## config.mk

```make
export PLATFORM = sky130hd
export DESIGN_NAME = int_ctrl
export DESIGN_NICKNAME = d
export VERILOG_FILES = /design/src/rtl/int_ctrl.sv
export SDC_FILE = /design/constraint.sdc
export NUM_CORES = 1
export LEC_CHECK = 0
export CAP_MARGIN = 25
export CORE_MARGIN = 1.5
export CORE_UTILIZATION = 45
export CTS_CLUSTER_SIZE = 16
export DETAILED_ROUTE_END_ITERATION = 7
export DONT_BUFFER_PORTS = 1
export GPL_ROUTABILITY_DRIVEN = 1
export SETUP_SLACK_MARGIN = 0.02
export SYNTH_ARGS = -nofsm -noshare
export SYNTH_HDL_FRONTEND = slang
export SYNTH_SLANG_ARGS = --single-unit
```

## constraint.sdc

```tcl
create_clock -name clk -period 4.7 [get_ports clk]
set_input_delay 0.47 -clock clk [delete_from_list [all_inputs] [get_ports clk]]
set_output_delay 0.47 -clock clk [all_outputs]
set_load 0.02 [all_outputs]
```

## src/rtl/int_ctrl.sv

```systemverilog
// -----------------------------------------------------------------------------
// int_ctrl -- memory-mapped interrupt controller
//
// Sits between six external interrupt sources and the CPU's HWInt[7:2] inputs.
// Each source is latched either on a rising edge or as a level, filtered by a
// mask, and arbitrated by fixed priority (source 5 highest) against the
// in-service set. This allows a higher-priority source to nest inside a
// lower-priority handler. The handler reads CLAIM to take the winning source
// into service and writes EOI to retire it.
//
// Register map (word offset = addr, registers use bits [5:0]):
//   0 MODE  RW   1 = edge, 0 = level
//   1 MASK  RW   1 = enabled
//   2 PEND  R/W1C (W1C only affects edge sources)
//   3 ISR   R    in-service bits
//   4 EOI   W    any write retires the highest in-service source; reads 0
//   5 CLAIM R    winner id 0..5, or 7 when nothing is eligible
//   6,7          read 0, writes ignored
//
// Ports:
//   clk      system clock
//   reset    synchronous, active-high; clears all state at the next edge
//   irq_src  device requests, bit i = source i
//   sel      bus access to this block this cycle
//   we, re   write / read strobes, qualified by sel (never both high)
//   addr     word offset (PrAddr[4:2])
//   wdata    write data
//   rdata    read data, combinational from the current registers
//   hwint    registered interrupt lines, bit i drives HWInt[2+i]
// -----------------------------------------------------------------------------
module int_ctrl #(
  parameter logic [5:0] RESET_MASK = 6'b000000
) (
  input  logic        clk,
  input  logic        reset,
  input  logic [5:0]  irq_src,
  input  logic        sel,
  input  logic        we,
  input  logic        re,
  input  logic [2:0]  addr,
  input  logic [31:0] wdata,
  output logic [31:0] rdata,
  output logic [5:0]  hwint
);

  typedef enum logic [2:0] {
    A_MODE  = 3'd0,
    A_MASK  = 3'd1,
    A_PEND  = 3'd2,
    A_ISR   = 3'd3,
    A_EOI   = 3'd4,
    A_CLAIM = 3'd5
  } reg_addr_e;

  localparam logic [31:0] NO_WINNER = 32'd7;

  // ---------------------------------------------------------------------------
  // State
  // ---------------------------------------------------------------------------
  logic [5:0] mode;
  logic [5:0] mask;
  logic [5:0] pend;
  logic [5:0] isr;
  logic [5:0] irq_q;

  // ---------------------------------------------------------------------------
  // Bus decode
  // ---------------------------------------------------------------------------
  logic       wr_en;
  logic       rd_en;
  logic       mode_wr;
  logic       mask_wr;
  logic       pend_wr;
  logic       eoi_wr;
  logic       claim_rd;

  assign wr_en    = sel & we;
  assign rd_en    = sel & re;
  assign mode_wr  = wr_en & (reg_addr_e'(addr) == A_MODE);
  assign mask_wr  = wr_en & (reg_addr_e'(addr) == A_MASK);
  assign pend_wr  = wr_en & (reg_addr_e'(addr) == A_PEND);
  assign eoi_wr   = wr_en & (reg_addr_e'(addr) == A_EOI);
  assign claim_rd = rd_en & (reg_addr_e'(addr) == A_CLAIM);

  // ---------------------------------------------------------------------------
  // Arbitration
  // ---------------------------------------------------------------------------
  // above_isr[i] is set when no in-service bit sits at index i or higher,
  // i.e. i > top_isr (with top_isr = -1 for an empty ISR).
  logic [5:0] above_isr;
  logic [5:0] eligible;
  logic       win_valid;
  logic [2:0] win_id;
  logic [5:0] eoi_sel;

  // NOTE: every variable assigned in an always_comb gets a default before any
  // conditional assignment; a path that leaves it unassigned infers a latch.
  always_comb begin
    above_isr = '0;
    for (int i = 0; i < 6; i++) begin
      above_isr[i] = ~|(isr >> i);
    end
  end

  assign eligible = pend & mask & above_isr;

  // Ascending scan: the last set bit seen is the highest-priority one.
  always_comb begin
    win_valid = 1'b0;
    win_id    = 3'd0;
    for (int i = 0; i < 6; i++) begin
      if (eligible[i]) begin
        win_valid = 1'b1;
        win_id    = 3'(i);
      end
    end
  end

  // One-hot of the highest in-service bit; EOI retires only that one, so an
  // inner (nested) handler never retires its outer handler's bit.
  always_comb begin
    eoi_sel = '0;
    for (int i = 0; i < 6; i++) begin
      if (isr[i]) begin
        eoi_sel = 6'b000001 << i;
      end
    end
  end

  // ---------------------------------------------------------------------------
  // Next-state terms
  // ---------------------------------------------------------------------------
  logic       claim;
  logic [5:0] claim_sel;
  logic [5:0] edge_set;
  logic [5:0] edge_clr;
  logic [5:0] mode_chg;
  logic [5:0] pend_next;
  logic [5:0] isr_next;

  // A CLAIM read with nothing eligible returns 7 and must not touch state.
  assign claim     = claim_rd & win_valid;
  assign claim_sel = claim ? (6'b000001 << win_id) : 6'b000000;

  assign edge_set  = irq_src & ~irq_q;
  assign edge_clr  = (pend_wr ? wdata[5:0] : 6'b000000) | claim_sel;

  // Switching a source between edge and level discards whatever it had
  // latched, so a stale level cannot masquerade as a fresh edge.
  assign mode_chg  = mode_wr ? (wdata[5:0] ^ mode) : 6'b000000;

  // Edge sources: set beats clear. Level sources: follow the input directly,
  // which makes W1C and claim ineffective on them.
  assign pend_next = ((mode & (edge_set | (pend & ~edge_clr))) |
                      (~mode & irq_src)) & ~mode_chg;

  // we and re are exclusive, so claim-set and EOI-clear never coincide.
  assign isr_next  = (isr | claim_sel) & ~(eoi_wr ? eoi_sel : 6'b000000);

  // ---------------------------------------------------------------------------
  // Registers
  // ---------------------------------------------------------------------------
  // NOTE: clocked state uses non-blocking assignments so every register samples
  // the pre-edge values of the others, independent of statement order.
  always_ff @(posedge clk) begin
    if (reset) begin
      mode  <= '0;
      mask  <= RESET_MASK;
      pend  <= '0;
      isr   <= '0;
      irq_q <= '0;
      hwint <= '0;
    end else begin
      irq_q <= irq_src;
      pend  <= pend_next;
      isr   <= isr_next;
      hwint <= eligible;
      if (mode_wr) begin
        mode <= wdata[5:0];
      end
      if (mask_wr) begin
        mask <= wdata[5:0];
      end
    end
  end

  // ---------------------------------------------------------------------------
  // Read mux
  // ---------------------------------------------------------------------------
  always_comb begin
    rdata = '0;
    case (reg_addr_e'(addr))
      A_MODE:  rdata = {26'd0, mode};
      A_MASK:  rdata = {26'd0, mask};
      A_PEND:  rdata = {26'd0, pend};
      A_ISR:   rdata = {26'd0, isr};
      A_CLAIM: rdata = win_valid ? {29'd0, win_id} : NO_WINNER;
      default: rdata = '0;
    endcase
  end

endmodule

```

==> results of run 1 <==
-- per-layer routing --
layer / part of all wire [%] / up-vias
li1: - / 754
met1: 45 / 721
met2: 46 / 54
met3: 6.8 / 8
met4: 2.1 / 0
met5: 0 / -
-- state kept, by name (all words and copies together) (netlist names) --
signal,flops
hwint,6
irq_q,6
isr,6
mask,6
mode,6
pend,6
-- power breakdown --
group / internal [uW] / leakage [uW] / switching (uW)
sequential: 312 / 0.000293 / 4.43
combinational: 17.0 / 0.000463 / 32.6
clock: 117 / 0.0000510 / 112
-- worst register-to-register path, stage by stage, from the launching register on --
cell	delay [ns]
dfxtp_1	0.53
and3b_1	0.29
or3_1	0.41
a211oi_2	0.26
nand3_1	0.18
o21ba_2	0.22
-- per-stage QoR --
stage / setup slack (ns) / total power [uW] / hold WS (ns) / area [sq um]
after floorplan: 2.61 / 392 / 0.464 / 2160
after global placement: 2.39 / 372 / 0.484 / 1990
after detailed placement: 2.38 / 373 / 0.490 / 1990
after CTS: 2.06 / 601 / 0.231 / 2080
after global routing: 1.97 / 619 / 0.226 / 2090
final: 2.05 / 594 / 0.240 / 2090
-- cell usage in the layout, fill, tap and decap left out, types with 2 or more instances in the layout --
cell / instances
mux4_2: 6
nand3b_1: 3
o21ai_0: 8
clkbuf_8: 6
conb_1: 26
nand3_1: 5
mux2i_1: 12
dfxtp_1: 36
inv_1: 4
nor2b_1: 10
nand2_1: 20
clkinv_2: 2
and2_1: 2
nor2_1: 21
a21oi_1: 18
nor3_1: 6
a21boi_0: 5
or3_1: 3
xor2_1: 5
-- area by class of cell --
cell class	instances	share of cell area, %
Inverter	4	0.719
Multi-Input combinational cell	179	56.8
Clock inverter	2	0.480
Sequential cell	36	34.5
Clock buffer	6	3.96
Tap cell	52	3.12
Timing Repair Buffer	1	0.360
-- path summary, 6_finish.rpt --
check	to	slack (ns)	depth (start not counted)
setup / recovery	rdata[1]	2.05	5
hold / removal	isr[4]	0.24	1
setup reg to reg	pend[2]	2.70	5
hold reg to reg	isr[0]	0.50	2
-- kinds of logic (layout without fill, tap and decap cells) --
| logic type | Yosys count | in the layout | share of synthesized area [%] |
|---|---|---|---|
| other | 1 | 26 | 0.181 |
| XOR/XNOR | 6 | 6 | 2.54 |
| flip-flops | 36 | 36 | 34.8 |
| AND/OR/NAND/NOR | 86 | 86 | 24.5 |
| multiplexers | 18 | 18 | 12.3 |
| AO/OA/AOI/OAI | 43 | 43 | 13.2 |
| buffers and inverters | 39 | 13 | 12.4 |
==> metrics.txt, run 1 <==
CTS resizes=0; HP Class=input port to flip-flop; R2R Path Start=isr[5]; clk sinks=36; busiest layer in global routing=met2; CTS Buffer Depth=2; largest net degree at the start of global routing=38; Commonest cells post-synth=36 x dfxtp_1, 26 x buf_4, 21 x nor2_1, 20 x nand2_1, 18 x a21oi_1; sequential area share after synthesis=34.8%; crit path DAT=2.18 ns; Setup crit end kind=output port; synthesized area per cell=9.04 sq um; Tcrit/Tclk final=56.3%; outcome=finished, final reports clean; Post-synth EDFFs=0; max-slew violation count=0; unrepaired setup endpoints after global routing=false; most frequent cell after synthesis=dfxtp_1; Reg area=721 sq um; Top delay family on crit path=simple AND/OR/NAND/NOR gates; die width=70.8 um; vias per cell=5.49; initial antenna violation count=0; cell area power density=285 nW/um^2; routability cong.=0.891; vias in the first global route=1448; clk_lat worst skew=0.30 ns; Sum Neg Setup Slack=0 ns; CTS clk-pin slew, worst paths=0.07 ns; worst-path maximum fanout=10; met1 Usage GRT=23.8%; biggest area consumer among synthesized cells=dfxtp_1; Slew HR=42.8%; Util after Layout=47.6%; Vias=1537; Root Driver=clkbuf_8; Post-Syn Area=2070 sq um; gr usage total=18.3%; Post-synth ARST share=0%; core area=4380 sq um; startpoint types=flip-flop; antenna viol nets, final=0; die span in y=70.8 um; Port Buffer Count=0; Post-Layout Cell Count=280; CP max-delay cell=o32ai_1; initial core utilization=47.2%; final wirelength=4.20 mm; Yosys warnings=0; hold_buf cts=0; min-delay src=reset; Final #Nets=273; fraction of layout cells with a size suffix above 1=11.0%; global routing usage on met2=28.3%; drt wl/cell=15.0 um; crit-path max cell delay=0.71 ns; Final Hold Viols=0; peak supply drop=172 uV; Max Cap Viol=0; # IOs=84; total setup buffers inserted after CTS=0; Fill cells=441; first-pass GRT wire length=7.09 mm; H-tree Lvls=2; Max Clock Skew=0.00602 ns; Static Leakage=0.000808 uW; synth top area cells=dfxtp_1 35%, buf_4 9.4%, mux4_2 6.5%, mux2i_1 5.8%, a21oi_1 4.4%; row count=24; CP required=4.23 ns; fin crit period=2.65 ns; Yosys top cell area share=34.8%; crit-path cells=nand4bb_1 -> or2_2 -> nand2_1 -> nor2_1 -> o32ai_1; global route overflow=0; DRC=0; prevailing post-synth register cell=dfxtp_1; Unique masters post-synth=51; grt met3 use=5.27%; TritonCTS clock tree=done; area of the multi-input gates=1190 sq um; Syn-to-layout area delta=0.846%; detailed router's first-iteration violation count=105; worst-margin pin slew=0.856 ns; Seq cells post-synth=36; crit path from=isr[5]; DPL Wire Length=3.04 mm; gate count of the mapped netlist=229; Ant. Diodes=0; FMAX=378 MHz; CP bufs+invs=0; final setup violation count=0; critical path class=flip-flop to output port; CTS buffer count=5; Inst Count DP=271; iteration count of the initial detailed-routing pass=5; die area=5010 sq um
Power figures use the tool's default switching activity.
==> run 2, diff against run 1 <==
- clock period: 4.7 -> 2.3 ns (I/O delays scaled with it)
==> run 2 against run 1 <==
Net effect: non-clock buffer count up 8; combinational power is 140% higher; final cell count is 2.9% higher; clock-buffer cell count increased by 2; clock skew is 0.0024 ns lower; clock power up 100%; register-to-register slack worse by 2.3 ns; power grew 110%; critical endpoint unchanged; largest power group unchanged.
==> metrics.txt, run 2 (synthesized netlist as in run 1, its figures left out) <==
unrepaired setup endpoints after global routing=false; most frequent cells in the layout=36 x dfxtp_1, 26 x conb_1, 21 x nor2_1; Max Cap Viol=0; first-pass GRT wire length=6.92 mm; final setup violation count=0; FMAX=469 MHz; CP required=2.07 ns; clock network fraction of design power=37.6%; setup ws final=0.170 ns; R2R Path Start=isr[5]; global route overflow=0; Root Driver=clkbuf_8; TritonCTS clock tree=done; core area=4380 sq um; CTS Buffer Depth=2; startpoint types=flip-flop; DRC=0; worst slack, placed=0.418 ns; fraction of layout cells with a size suffix above 1=12.3%; Final Hold Viols=0; crit path DAT=1.90 ns; crit-path cells=nand4bb_4 -> or2_2 -> nand2_1 -> nor2_1 -> o32ai_1 -> buf_4; dpl cell area=2020 sq um; part of the power in registers=52.8%; cell area power density=563 nW/um^2; outcome=finished, final reports clean; Tcrit/Tclk final=92.6%; CTS clk-pin slew, worst paths=0.07 ns; Syn-to-layout area delta=5.20%; final instance area=2180 sq um; CP max-delay cell=dfxtp_1; largest net degree at the start of global routing=29; Vias=1590; worst reg2reg endpoint=pend[2]; critical path class=flip-flop to output port; clk_lat worst skew=0.29 ns; Hold Path Sink=pend[5]; max-slew violation count=0; die width=70.8 um; Net Switching=301 uW; Int Pwr=924 uW; Sum Neg Setup Slack=0 ns; Setup crit end kind=output port; Port Buffer Count=0; gr usage total=18.0%; Static Leakage=0.000844 uW; H-tree Lvls=2; routability cong.=0.852; initial antenna violation count=0; Ant. Diodes=0; Net Sw Frac=24.5%; detailed router's first-iteration violation count=136; R2R Setup Slk=0.42 ns; initial core utilization=47.2%; final wirelength=4.47 mm; clk sinks=36; die area=5010 sq um; vias in the first global route=1422; iteration count of the initial detailed-routing pass=4; hold path depth=1; Final #Nets=281; min-delay src=reset; HP Class=input port to flip-flop; Top delay family on crit path=simple AND/OR/NAND/NOR gates; vias per cell=5.52; drt wl/cell=15.5 um; most common cell after layout, fill and taps aside=dfxtp_1; DPL Wire Length=3.06 mm; die span in y=70.8 um; fin crit period=2.13 ns; worst-path maximum fanout=7; antenna viol nets, final=0; peak supply drop=314 uV; # IOs=84; Max Clock Skew=0.00363 ns; CP bufs+invs=1; crit-path max cell delay=0.38 ns; Register-to-Register Path Depth=5; row count=24; crit path from=isr[4]; CTS buffer count=5; Comb pwr share=9.6%
-- run 2: cell count changes in the layout (fill, tap and decap cells not counted), sizes merged --
cell | previous run | this run
buf | 1 | 5
clkbuf | 6 | 8
clkinv | 2 | 0
dlygate4sd3 | 0 | 4
-- run 2: how the worst max path moves through the flow --
stage,endpoint,cells after the start,slack (ns)
after floorplan,rdata[1],6,0.45
after global placement,pend[2],5,0.42
after detailed placement,pend[2],5,0.42
after CTS,rdata[1],6,0.13
after global routing,rdata[0],6,0.02
final,rdata[1],6,0.17
-- run 2: area by class of cell --
type,count,area (sq um)
inverter,4,15.0
tap,52,65.1
fill,446,2210
clock buffer,8,90.1
sequential,36,721
timing repair buffer,9,77.6
multi-input combinational,179,1210
-- run 2: repair_timing --
item,4_1_cts,5_1_grt
resized for setup,0,2
buffers inserted,0,0
hold endpoints to repair,9,7
setup endpoints to repair,0,2
hold buffers,3,1
-- run 2: per-stage QoR --
stage | std cells | hold slack, ns | utilization, % | total power [uW]
detailed placement | 276 | 0.307 | 46.2 | 765
global route | 288 | 0.000400 | 49.7 | 1280
floorplan | 254 | 0.358 | - | 801
finish | 288 | 0.0133 | 49.7 | 1230
CTS | 287 | 0.000185 | 48.9 | 1230
global placement | 276 | 0.304 | 46.2 | 764
-- run 2: power by group through the flow --
stage | sequential, uW | combinational [uW] | clock, uW
after floorplan | 658 | 143 | 0
after global placement | 661 | 103 | 0
after detailed placement | 661 | 104 | 0
after CTS | 647 | 112 | 475
after global routing | 648 | 127 | 506
final | 647 | 117 | 460
-- run 2: per-layer routing --
metal / global-route usage [%] / part of all wire (%)
met5: 0 / 0
met4: 8.39 / 2.3
met3: 5.41 / 6.8
met2: 26.0 / 45
met1: 24.7 / 46
